[src/rtl/dbg_bus_master.sv]
// Debug bus master: converts one host request at a time into a bus command,
// waits for accept and read response, and reports status with timeouts.
module dbg_bus_master #(
    parameter int unsigned TIMEOUT_CYCLES = 16
) (
    input  logic       clk,
    input  logic       reset_n,
    input  logic       req_valid,
    output logic       req_ready,
    input  logic       req_write,
    input  logic [7:0] req_addr,
    input  logic [7:0] req_wdata,
    output logic       rsp_valid,
    output logic [7:0] rsp_data,
    output logic [1:0] rsp_err,
    output logic       busy,
    output logic [2:0] bus_MCmd,
    output logic [7:0] bus_MAddr,
    output logic [7:0] bus_MData,
    input  logic       bus_SCmdAccept,
    input  logic [7:0] bus_SData,
    input  logic [1:0] bus_SResp
);

    typedef enum logic [1:0] {S_IDLE, S_CMD, S_RESP} state_t;

    localparam logic [2:0] MCMD_IDLE  = 3'b000;
    localparam logic [2:0] MCMD_WR    = 3'b001;
    localparam logic [2:0] MCMD_RD    = 3'b010;
    localparam logic [1:0] SRESP_NULL = 2'b00;
    localparam logic [1:0] SRESP_DVA  = 2'b01;
    localparam logic [1:0] ERR_OK     = 2'b00;
    localparam logic [1:0] ERR_SLAVE  = 2'b01;
    localparam logic [1:0] ERR_ACC_TO = 2'b10;
    localparam logic [1:0] ERR_RSP_TO = 2'b11;
    // Last waiting cycle index: the wait ends when the count would reach the limit.
    localparam logic [7:0] CNT_LAST   = 8'(TIMEOUT_CYCLES - 1);

    state_t     state_q;
    logic [7:0] cnt_q;
    logic [2:0] mcmd_q;
    logic [7:0] maddr_q;
    logic [7:0] mdata_q;
    logic       rsp_valid_q;
    logic [7:0] rsp_data_q;
    logic [1:0] rsp_err_q;

    // Single FSM; every output is registered so completion lands one cycle after the event.
    always_ff @(posedge clk or negedge reset_n) begin
        if (!reset_n) begin
            state_q     <= S_IDLE;
            cnt_q       <= 8'd0;
            mcmd_q      <= MCMD_IDLE;
            maddr_q     <= 8'd0;
            mdata_q     <= 8'd0;
            rsp_valid_q <= 1'b0;
            rsp_data_q  <= 8'd0;
            rsp_err_q   <= ERR_OK;
        end else begin
            rsp_valid_q <= 1'b0;
            case (state_q)
                S_IDLE: begin
                    if (req_valid) begin
                        maddr_q <= req_addr;
                        mdata_q <= req_wdata;
                        mcmd_q  <= req_write ? MCMD_WR : MCMD_RD;
                        cnt_q   <= 8'd0;
                        state_q <= S_CMD;
                    end
                end
                S_CMD: begin
                    if (bus_SCmdAccept) begin
                        mcmd_q <= MCMD_IDLE;
                        cnt_q  <= 8'd0;
                        if (mcmd_q == MCMD_WR) begin
                            state_q     <= S_IDLE;
                            rsp_valid_q <= 1'b1;
                            rsp_data_q  <= 8'd0;
                            rsp_err_q   <= ERR_OK;
                        end else begin
                            state_q <= S_RESP;
                        end
                    end else if (cnt_q == CNT_LAST) begin
                        mcmd_q      <= MCMD_IDLE;
                        state_q     <= S_IDLE;
                        rsp_valid_q <= 1'b1;
                        rsp_data_q  <= 8'd0;
                        rsp_err_q   <= ERR_ACC_TO;
                    end else begin
                        cnt_q <= cnt_q + 8'd1;
                    end
                end
                S_RESP: begin
                    if (bus_SResp == SRESP_DVA) begin
                        state_q     <= S_IDLE;
                        rsp_valid_q <= 1'b1;
                        rsp_data_q  <= bus_SData;
                        rsp_err_q   <= ERR_OK;
                    end else if (bus_SResp != SRESP_NULL) begin
                        state_q     <= S_IDLE;
                        rsp_valid_q <= 1'b1;
                        rsp_data_q  <= 8'd0;
                        rsp_err_q   <= ERR_SLAVE;
                    end else if (cnt_q == CNT_LAST) begin
                        state_q     <= S_IDLE;
                        rsp_valid_q <= 1'b1;
                        rsp_data_q  <= 8'd0;
                        rsp_err_q   <= ERR_RSP_TO;
                    end else begin
                        cnt_q <= cnt_q + 8'd1;
                    end
                end
                default: state_q <= S_IDLE;
            endcase
        end
    end

    assign req_ready = (state_q == S_IDLE);
    assign busy      = (state_q != S_IDLE);
    assign bus_MCmd  = mcmd_q;
    assign bus_MAddr = maddr_q;
    assign bus_MData = mdata_q;
    assign rsp_valid = rsp_valid_q;
    assign rsp_data  = rsp_data_q;
    assign rsp_err   = rsp_err_q;

endmodule

[config.mk]
export PLATFORM = sky130hd
export DESIGN_NAME = dbg_bus_master
export DESIGN_NICKNAME = d
export VERILOG_FILES = /design/src/rtl/dbg_bus_master.sv
export SDC_FILE = /design/constraint.sdc
export NUM_CORES = 1
export LEC_CHECK = 0
export ABC_AREA = 1
export CAP_MARGIN = 20
export CORE_MARGIN = 1.5
export CORE_UTILIZATION = 50
export CTS_CLUSTER_DIAMETER = 30
export CTS_CLUSTER_SIZE = 10
export DETAILED_ROUTE_END_ITERATION = 10
export GPL_TIMING_DRIVEN = 0
export PLACE_DENSITY = 0.91
export SLEW_MARGIN = 10
export SYNTH_ARGS = -nofsm -noshare
export SYNTH_HDL_FRONTEND = slang
export SYNTH_SLANG_ARGS = --single-unit
[constraint.sdc]
create_clock -name clk -period 3.2 [get_ports clk]
set_clock_uncertainty 0.15 [all_clocks]
set_input_delay 0.32 -clock clk [delete_from_list [all_inputs] [get_ports clk]]
set_output_delay 0.32 -clock clk [all_outputs]
set_load 0.02 [all_outputs]
Word-level counts from Yosys, hierarchy flattened:

Index checks and enable logic that the tools add are counted.

* register bits: 40
* latch bits: 0
* memory bits (writable): 0
* ROM bits: 0
* output and inout port bits: 32
* word-level logic and storage cells: 68
* memories: 0

* add/subtract/negate cells: 1
* multipliers: 0
* div/mod/pow operators: 0
* magnitude comparators: 0
* equal/unequal tests: 11
* shift operators: 0
* multiplexer cells: 37
* bitwise gates (word level): 0
* reduce and logical (&&, ||, !) cells: 11

Operator list (count)
* $mux W8: 10
* $mux W2: 13
* $pmux W8 S3: 1
* $pmux W8 S2: 1
* $mux W3: 3
* $add A8 B1 Y8 const B: 1
* $eq A8 B4 Y1 const B: 1
* $reduce_and A4 Y1: 2
* $reduce_bool A2 Y1: 4
* $ne A2 B2 Y1 const B: 3
* $ne A3 B3 Y1 const B: 2
* $pmux W2 S3: 1
* $pmux W3 S2: 1
* $mux W1: 5
* $eq A2 B1 Y1 const B: 2
* $ne A4 B4 Y1 const B: 1
* $pmux W2 S2: 1
* $reduce_and A2 Y1: 2
* $eq A3 B1 Y1 const B: 1
* $reduce_and A3 Y1: 1
* $reduce_bool A3 Y1: 1
* $eq A2 B2 Y1 const B: 1
* $logic_not A2 Y1: 1
* $pmux W1 S2: 1

Longest topological paths before layout:

Gate-level depths: netlist of the first run.

* depth in word-level cells: 5
* mapped depth: 10
* mapped depth without buffers: 10

Worst setup path after synthesis of the first run:

Ideal clock, no wire load.

* path kind: register to register
* start point: register state_q[0]
* end point: register maddr_q[0] (netlist: bus_MAddr[0])
* setup time: 125 ps
* data arrival time: 1501 ps
* path slack: 1424 ps
* cell stages (with the launch flop): 6
* path buffers: 1
* clock period less this slack: 1776 ps
* path through: dfrtp_1 > inv_1 > ha_1 > nand2_2 > buf_6 > mux2_4

* cells in the longest elaborated chain, start to end: 2

Ends and longest elaborated chain
* start, declared: RTL line 39 `state_t state_q;`
* start signal, assigned: RTL line 51 `state_q <= S_IDLE;`
* start signal, assigned: RTL line 68 `state_q <= S_CMD;`
* start signal, assigned: RTL line 76 `state_q <= S_IDLE;`
* $logic_not A2 Y1
* named net req_ready: RTL line 9 `output logic req_ready,`
* $reduce_and A2 Y1 (no line)
* end signal, assigned: RTL line 64 `maddr_q <= req_addr;`
* end, declared: RTL line 42 `logic [7:0] maddr_q;`

The timed path passes the listed nets, and every way through them passes these cells.
A chain may end at the register's enable or synchronous reset.

Final worst setup path of the first run:

* start point: register state_q[0]
* end point: output port busy

* cells in the longest elaborated chain, start to end: 1

Ends and longest elaborated chain
* $reduce_bool A2 Y1: RTL line 119 `assign busy = (state_q != S_IDLE);`
* end, declared: RTL line 16 `output logic busy,`

Every way passes these cells.

==> impl_metrics.py, run 1 <==
metrics = {
    "setup_path": {
        "slowest_delay_ns": 0.60,
        "crit_arrival_ns": 1.85,
        "required_ns": 2.73,
        "critical-path-slowest-cell": "clkdlybuf4s50_1",
        "start_kind": "flop",
        "critPathMaxFanout": 6,
        "reg2reg_depth": 5,
        "r2r-start": "state_q[0]$_DFFE_PN0N_",
        "startpoint": "state_q[0]$_DFFE_PN0N_",
        "rrSetupSlack_ns": 1.33,
        "critical_path.endpoint": "busy",
        "criticalPathCategory": "reg -> out",
        "crit_path_end_kind": "primary output",
        "crit_chain": "inv_1 > ha_1 > inv_2 > clkdlybuf4s50_1",
        "r2r_end": "bus_MAddr[3]$_DFFE_PN0P_",
    },
    "clocking": {
        "cts_hold_buf": 1,
        "clock_latency_ns": 0.30,
        "cts_tree": "built",
        "cts.htree.levels": 2,
        "postCtsSetupBuffers": 0,
        "cts.repair.resized": 0,
        "clk_pin_slew_worst_paths_ns": 0.08,
        "cts_root_buffer": "clkbuf_8",
        "clock_sinks": 39,
        "cts_inserted_buffers": 5,
        "clockBufferDepth": 2,
    },
    "detailed_routing": {
        "drt_iter0_drc": 68,
        "drtAntennaViolNets": 0,
        "routed-via-count": 1714,
        "via_per_inst": 4.94,
        "drc": 0,
        "dr.pass1.iters": 4,
        "wl_um": 4660,
        "wl_per_cell_um": 13.4,
    },
    "timing": {
        "slew_violations": 0,
        "finalSetupTns_ns": 0,
        "fmax_ghz": 0.431,
        "finalCritPeriodShare_pct": 72.4,
        "fin_crit_ns": 2.32,
        "holdWs_ns": 0.266,
        "setup_slack_ns": 0.882,
        "rsz0062_at_grt": "no",
        "setup_viol": 0,
        "hold_viol": 0,
    },
    "layout": {
        "n_fill_cell": 256,
        "final_common_cell": "nand2_1",
        "final_nets": 334,
        "layout-drive-gt1-share_pct": 15.4,
        "area_delta_synth_final_pct": 41.1,
        "antenna_cells": 0,
        "final_cell_mix": "74 x nand2_1, 60 x clkdlybuf4s50_1, 39 x dfrtp_1, 24 x inv_1, 18 x nor2_1",
    },
    "die": {
        "die_w_um": 66.5,
        "initial_core_util_pct": 53.4,
        "die_h_um": 66.5,
        "coreArea_sq_um": 3770,
        "core.rowCount": 22,
        "die_area_sq_um": 4420,
        "io-pin-count": 63,
    },
    "synthesis": {
        "ys_seq_elements": 39,
        "synthAdderAreaFrac_pct": 3.11,
        "synthSimpleGateAreaFrac_pct": 26.2,
        "seq_area_frac_synth_pct": 48.4,
        "synth-xor-area-share_pct": 0,
        "synth_top_family_by_area": "simple AND/OR/NAND/NOR gates",
        "synth_cell_types": 25,
        "synth_compound_area_share_pct": 5.47,
        "yosysWarningCount": 0,
        "synth_cells": 228,
        "synth_mux_area_share_pct": 10.8,
        "syn_nets": 264,
        "synth_area_per_cell_sq_um": 8.84,
        "netlist_area_sq_um": 2010,
    },
    "power": {
        "power_mw": 2.75,
        "peakVddDrop_mv": 0.459,
        "p_per_area_nw_per_um2": 969,
        "leakage_nw": 1.39,
    },
    "job": {
        "maxCapViolCount": 0,
    },
    "grt": {
        "grt_max_degree": 31,
        "antenna_found_initial": 0,
        "grt-ovfl-total": 0,
        "gr-usage-all-layers_pct": 23.0,
        "grt_pass1_wl_um": 7490,
        "grt_pass1_vias": 1612,
    },
    "outcome": {
        "outcome": "complete, no violations",
    },
    "placement": {
        "hpwl_um": 3410,
        "gp_congestion": 0.832,
        "place.port_buffers": 61,
        "dp_slack_ns": 1.25,
    },
    "worst_hold_path": {
        "min_path_type": "in -> async",
    },
}
[sequential cells by signal (all words and copies together), names as in the netlist]
register and cells:
bus_MData 8, cnt_q 8, bus_MAddr 8, rsp_valid 1, bus_MCmd 2, state_q 2
rsp_data 8, rsp_err 2
[power breakdown]
group	total [mW]	switching (mW)	internal, mW
combinational	1.44	0.752	0.689
clock	0.489	0.177	0.312
sequential	0.824	0.132	0.692
total	2.75	1.06	1.69
[cell usage after synthesis, drive strengths merged]
cell type,number,area [sq um]
nand2,82,333
mux2,16,218
o21bai,2,15.0
dfrtp,39,976
nand3,12,72.6
a21oi,4,20.0
nor2,23,104
or2,1,6.26
buf,2,18.8
conb,1,3.75
a21boi,1,11.3
nand4,2,12.5
inv,26,97.6
ha,5,62.6
o21ai,12,63.8
[cells by family (layout without fill, tap and decap cells)]
kind of cell    Yosys count  after routing
other cells               1              1
flops                    39             39
fa+ha+maj                 5              5
simple gates            120            120
compound gates           19             19
mux                      16             16
buf+inv                  28             99
[critical path, delay by kind of cell, from the launching register on]
| family | cells | cell delay, ns |
|---|---|---|
| adders and majority gates | 1 | 0.31 |
| buffers and inverters | 3 | 0.80 |
| DFF | 1 | 0.44 |
[how the worst min path moves through the flow]
stage	from	end	slack [ns]	depth (start not counted)
2_1_floorplan	reset_n	bus_MAddr[0]$_DFFE_PN0P_	-0.13	0
3_3_place_gp	rsp_data[1]$_DFFE_PN0P_	rsp_data[1]$_DFFE_PN0P_	0.30	2
3_5_place_dp	reset_n	cnt_q[2]$_DFFE_PN0P_	0.06	1
4_1_cts	reset_n	cnt_q[0]$_DFFE_PN0P_	0.26	2
5_1_grt	reset_n	cnt_q[0]$_DFFE_PN0P_	0.30	2
6_report	reset_n	rsp_err[0]$_DFFE_PN0P_	0.27	2
[final cells by class]
cell class | instances | area, sq um | area share (%)
repair buffers | 63 | 636 | 22.4
multi-input cells | 161 | 922 | 32.4
flip-flops and latches | 39 | 976 | 34.3
plain buffers | 2 | 18.8 | 0.660
inverters | 26 | 97.6 | 3.43
clock inverters | 2 | 60.1 | 2.11
clock buffers | 6 | 72.6 | 2.55
well taps | 48 | 60.1 | 2.11
[per-stage QoR]
step	area, sq um	cells	utilization [%]
after global routing	2840	347	75.4
after floorplan	2010	228	-
after detailed placement	2700	338	71.6
after CTS	2840	347	75.4
final	2840	347	75.4
after global placement	2690	337	71.2
[routing by layer]
metal  vias to the layer above  wire (um)  track usage, %
met5                         -          0               0
li1                        853          -               -
met2                        62       2320            38.9
met3                        12        311            8.28
met1                       787       1930            26.7
met4                         0         96            8.67
Note: power is estimated with default switching activity, not from simulation.
==> inputs of run 2 (changes only) <==
Settings changed: CORE_UTILIZATION 50 to 46, PLACE_DENSITY 0.91 to 0.85.
Clock period 3.2 ns to 2.2 ns, I/O delays scaled along.
==> run 2 against run 1 <==
Effect of this change: cell count grew 0.58%; power grew 36%; sequential power grew 44%; first-iteration DRC count grew 37%; critical endpoint is now bus_MData[5]$_DFFE_PN0P_.
==> impl_metrics.py, run 2 (synthesis results as in run 1) <==
metrics = {
    "outcome": {
        "outcome": "complete, no violations",
    },
    "detailed_routing": {
        "drt_iter0_drc": 93,
        "dr.pass1.iters": 4,
        "via_per_inst": 4.89,
        "drtAntennaViolNets": 0,
        "routed-via-count": 1705,
        "drc": 0,
        "wl_per_cell_um": 12.7,
        "wl_um": 4430,
    },
    "power": {
        "p_seq_share_pct": 31.8,
        "p_comb_share_pct": 55.4,
        "intPower_mw": 2.22,
        "swShare_pct": 40.5,
        "power.share.clock_pct": 12.9,
        "p_per_area_nw_per_um2": 1330,
        "switchingPower_mw": 1.51,
        "leakage_nw": 1.38,
        "power_mw": 3.74,
        "peakVddDrop_mv": 0.640,
    },
    "setup_path": {
        "r2r_end": "bus_MData[5]$_DFFE_PN0P_",
        "cp_top_family": "flip-flops",
        "required_ns": 2.23,
        "start_kind": "flop",
        "criticalPathCategory": "reg -> reg",
        "rrSetupSlack_ns": 0.36,
        "r2r-start": "state_q[0]$_DFFE_PN0N_",
        "reg2reg_depth": 5,
        "crit_path_end_kind": "flop",
        "crit_buf_inv": 2,
        "crit_arrival_ns": 1.87,
        "crit_chain": "inv_1 > ha_1 > nand2_2 > buf_6 > mux2_4",
        "critPathMaxFanout": 10,
        "critical-path-slowest-cell": "dfrtp_1",
        "slowest_delay_ns": 0.44,
    },
    "timing": {
        "slew_violations": 0,
        "setup_slack_ns": 0.360,
        "setup_viol": 0,
        "fmax_ghz": 0.543,
        "rsz0062_at_grt": "no",
        "finalCritPeriodShare_pct": 83.6,
        "fin_crit_ns": 1.84,
        "holdWs_ns": 0.187,
        "hold_viol": 0,
    },
    "clocking": {
        "clock_latency_ns": 0.30,
        "clock_sinks": 39,
        "cts_root_buffer": "clkbuf_8",
        "clockBufferDepth": 2,
        "cts_inserted_buffers": 5,
        "cts.htree.levels": 2,
        "clk_pin_slew_worst_paths_ns": 0.08,
        "cts_tree": "built",
    },
    "grt": {
        "grt-ovfl-total": 0,
        "gr-usage-all-layers_pct": 19.8,
        "grt_pass1_vias": 1722,
        "grt_max_degree": 30,
        "antenna_found_initial": 0,
        "grt_pass1_wl_um": 7780,
    },
    "worst_hold_path": {
        "min_path_type": "in -> async",
    },
    "layout": {
        "area_delta_synth_final_pct": 39.1,
        "final_area_sq_um": 2800,
        "antenna_cells": 0,
        "layout-drive-gt1-share_pct": 15.4,
        "final_core_util_pct": 68.1,
        "final_nets": 334,
        "final_common_cell": "nand2_1",
        "final_cell_mix": "74 x nand2_1, 58 x clkdlybuf4s50_1, 39 x dfrtp_1, 24 x inv_1, 18 x nor2_1",
    },
    "placement": {
        "hpwl_um": 3440,
        "dp_slack_ns": 0.332,
        "gp_congestion": 0.868,
        "place.port_buffers": 61,
        "placed_area_sq_um": 2700,
    },
    "die": {
        "die_h_um": 69.2,
        "initial_core_util_pct": 49.0,
        "coreArea_sq_um": 4120,
        "die_w_um": 69.2,
        "io-pin-count": 63,
        "die_area_sq_um": 4790,
        "core.rowCount": 23,
    },
    "job": {
        "maxCapViolCount": 0,
    },
}
-- run 2: worst max-delay path by stage --
stage | from | depth (start not counted) | to | slack [ns]
finish | state_q[0]$_DFFE_PN0N_ | 5 | bus_MData[5]$_DFFE_PN0P_ | 0.36
global route | state_q[0]$_DFFE_PN0N_ | 9 | rsp_data[4]$_DFFE_PN0P_ | 0.23
CTS | state_q[0]$_DFFE_PN0N_ | 4 | busy | 0.003
detailed placement | state_q[0]$_DFFE_PN0N_ | 4 | busy | 0.33
global placement | reset_n | 1 | rsp_data[3]$_DFFE_PN0P_ | -0.17
floorplan | state_q[0]$_DFFE_PN0N_ | 5 | bus_MAddr[0]$_DFFE_PN0P_ | 0.42
-- run 2: metal layers --
layer / part of all wire, % / up-vias / track usage [%]
met2: 49 / 63 / 35.0
met3: 6.3 / 7 / 5.23
li1: - / 850 / -
met1: 43 / 785 / 24.2
met4: 0.99 / 0 / 4.58
met5: 0 / - / 0
-- run 2: final cells by class --
cell class,count,area (sq um)
clock buffers,6,72.6
plain buffers,2,18.8
multi-input cells,161,922
flip-flops and latches,39,976
clock inverters,2,12.5
repair buffers,63,641
fillers,339,1310
well taps,50,62.6
inverters,26,97.6
-- run 2: metrics by stage --
step | std cells | TNS [ns]
2_1_floorplan | 228 | 0
3_3_place_gp | 339 | -6.55
3_5_place_dp | 340 | 0
4_1_cts | 349 | 0
5_1_grt | 349 | 0
6_report | 349 | 0
-- run 2: timing repair --
action	4_1_cts	5_1_grt
buffers inserted	0	0
hold buffers	1	0
hold endpoints to repair	39	0
resized for setup	0	2
setup endpoints to repair	0	2
-- run 2: power groups by stage --
stage	logic [mW]	registers (mW)	clock network (mW)
floorplan	0.962	1.49	0
global placement	2.05	1.18	0
detailed placement	2.09	1.20	0
CTS	2.10	1.19	0.492
global route	2.25	1.23	0.524
finish	2.07	1.19	0.481
==> inputs of run 3 (changes only) <==
Clock period 2.2 ns to 1.74 ns, I/O delays scaled along.
==> run 3 against run 2 <==
Effect of this change: register-to-register slack got worse by 0.28 ns; highest routed layer unchanged; wire length rose by 3.4%; largest cell class unchanged; via count rose by 5.0%.
==> impl_metrics.py, run 3 (synthesis results as in run 1) <==
metrics = {
    "outcome": {
        "outcome": "complete, no violations",
    },
    "clocking": {
        "cts.htree.levels": 2,
        "cts_tree": "built",
        "cts_inserted_buffers": 5,
        "cts_root_buffer": "clkbuf_8",
        "clock_latency_ns": 0.30,
        "clockBufferDepth": 2,
        "clock_sinks": 39,
        "clk_pin_slew_worst_paths_ns": 0.08,
    },
    "layout": {
        "layout-drive-gt1-share_pct": 19.9,
        "area_delta_synth_final_pct": 42.7,
        "final_common_cell": "nand2_1",
        "final_core_util_pct": 69.8,
        "antenna_cells": 0,
        "final_nets": 337,
        "final_cell_mix": "73 x nand2_1, 58 x clkdlybuf4s50_1, 37 x dfrtp_1, 22 x inv_1, 17 x nor2_1",
        "layout.cells.non_filler": 351,
    },
    "detailed_routing": {
        "drtAntennaViolNets": 0,
        "dr.pass1.iters": 4,
        "wl_um": 4570,
        "wl_per_cell_um": 13.0,
        "drc": 0,
        "via_per_inst": 5.10,
        "routed-via-count": 1790,
        "drt_iter0_drc": 131,
    },
    "placement": {
        "dp.cells": 340,
        "place.port_buffers": 61,
        "gp_congestion": 0.849,
        "hpwl_um": 3300,
    },
    "timing": {
        "setup_viol": 0,
        "fin_crit_ns": 1.66,
        "finalCritPeriodShare_pct": 95.6,
        "hold_viol": 0,
        "fmax_ghz": 0.601,
        "holdWs_ns": 0.132,
        "slew_violations": 0,
    },
    "grt": {
        "grt_max_degree": 30,
        "antenna_found_initial": 0,
        "grt-ovfl-total": 0,
        "grt_pass1_vias": 1825,
        "gr-usage-all-layers_pct": 20.7,
        "grt_pass1_wl_um": 7950,
    },
    "power": {
        "leakage_nw": 1.39,
        "peakVddDrop_mv": 0.951,
        "p_per_area_nw_per_um2": 1720,
        "power_mw": 4.95,
    },
    "setup_path": {
        "required_ns": 1.42,
        "crit_path_end_kind": "primary output",
        "start_kind": "flop",
        "critPathMaxFanout": 6,
        "criticalPathCategory": "reg -> out",
        "crit_arrival_ns": 1.34,
    },
    "die": {
        "initial_core_util_pct": 49.0,
        "die_area_sq_um": 4790,
        "core.rowCount": 23,
        "die_h_um": 69.2,
        "coreArea_sq_um": 4120,
        "io-pin-count": 63,
        "die_w_um": 69.2,
    },
    "job": {
        "maxCapViolCount": 0,
    },
    "worst_hold_path": {
        "min_path_type": "in -> async",
    },
}
==> run 3: cell count changes in the layout (fill, tap and decap cells not counted), sizes merged <==
cell           change
clkdlybuf4s15      +1
dlymetal6s2s       -2
buf                +3
clkbuf             +1
clkinvlp           -1
==> run 3: where the power goes <==
group          switching, mW  leakage (nW)  internal [mW]
combinational           1.47         0.844           1.36
clock                  0.315        0.0470          0.311
sequential             0.221         0.495           1.28
total                   2.00          1.39           2.95
==> run 3: layout make-up <==
cell class / count / area [sq um]
repair buffers: 66 / 653
inverters: 26 / 97.6
clock buffers: 6 / 82.6
plain buffers: 2 / 18.8
multi-input cells: 161 / 976
fillers: 322 / 1240
flip-flops and latches: 39 / 978
clock inverters: 1 / 5.00
well taps: 50 / 62.6
==> run 3: repair_timing <==
item	in CTS	in global routing
setup buffers	1	2
endpoints found under the setup margin	20	33
hold endpoints to repair	39	0
hold buffers	1	0
resized for setup	6	13
pin swaps	0	1
==> run 3: worst max-delay path, stage by stage, from the launching register on <==
cell and delay (ns):
dfrtp_2 0.45, inv_2 0.10, ha_4 0.18, clkdlybuf4s15_1 0.31
==> run 3: worst paths after layout <==
check	from	endpoint	slack (ns)	cells past startpoint
worst max-delay path	state_q[1]$_DFFE_PN0N_	req_ready	0.08	3
worst min-delay path	reset_n	rsp_err[1]$_DFFE_PN0P_	0.13	2
worst max register to register	state_q[1]$_DFFE_PN0N_	bus_MData[6]$_DFFE_PN0P_	0.08	5
worst min register to register	rsp_data[6]$_DFFE_PN0P_	rsp_data[6]$_DFFE_PN0P_	0.32	2
max in group asynchronous	reset_n	bus_MAddr[0]$_DFFE_PN0P_	0.87	3
min in group clk	bus_SData[6]	rsp_data[6]$_DFFE_PN0P_	0.26	3
==> run 3: layer usage <==
metal	track usage, %	wire length, um	up-vias
met3	7.41	309	16
met1	23.4	1860	846
met2	35.5	2280	70
met5	0	0	-
li1	-	-	858
met4	8.06	128	0
==> run 3: metrics by stage <==
step                      area [sq um]  setup TNS, ns  setup slack, ns
after detailed placement          2710         -0.180          -0.0384
after global routing              2870        -0.0119         -0.00696
final                             2870              0           0.0758
after CTS                         2820              0          0.00358
after global placement            2690         -22.53           -0.579
after floorplan                   2020              0           0.0821
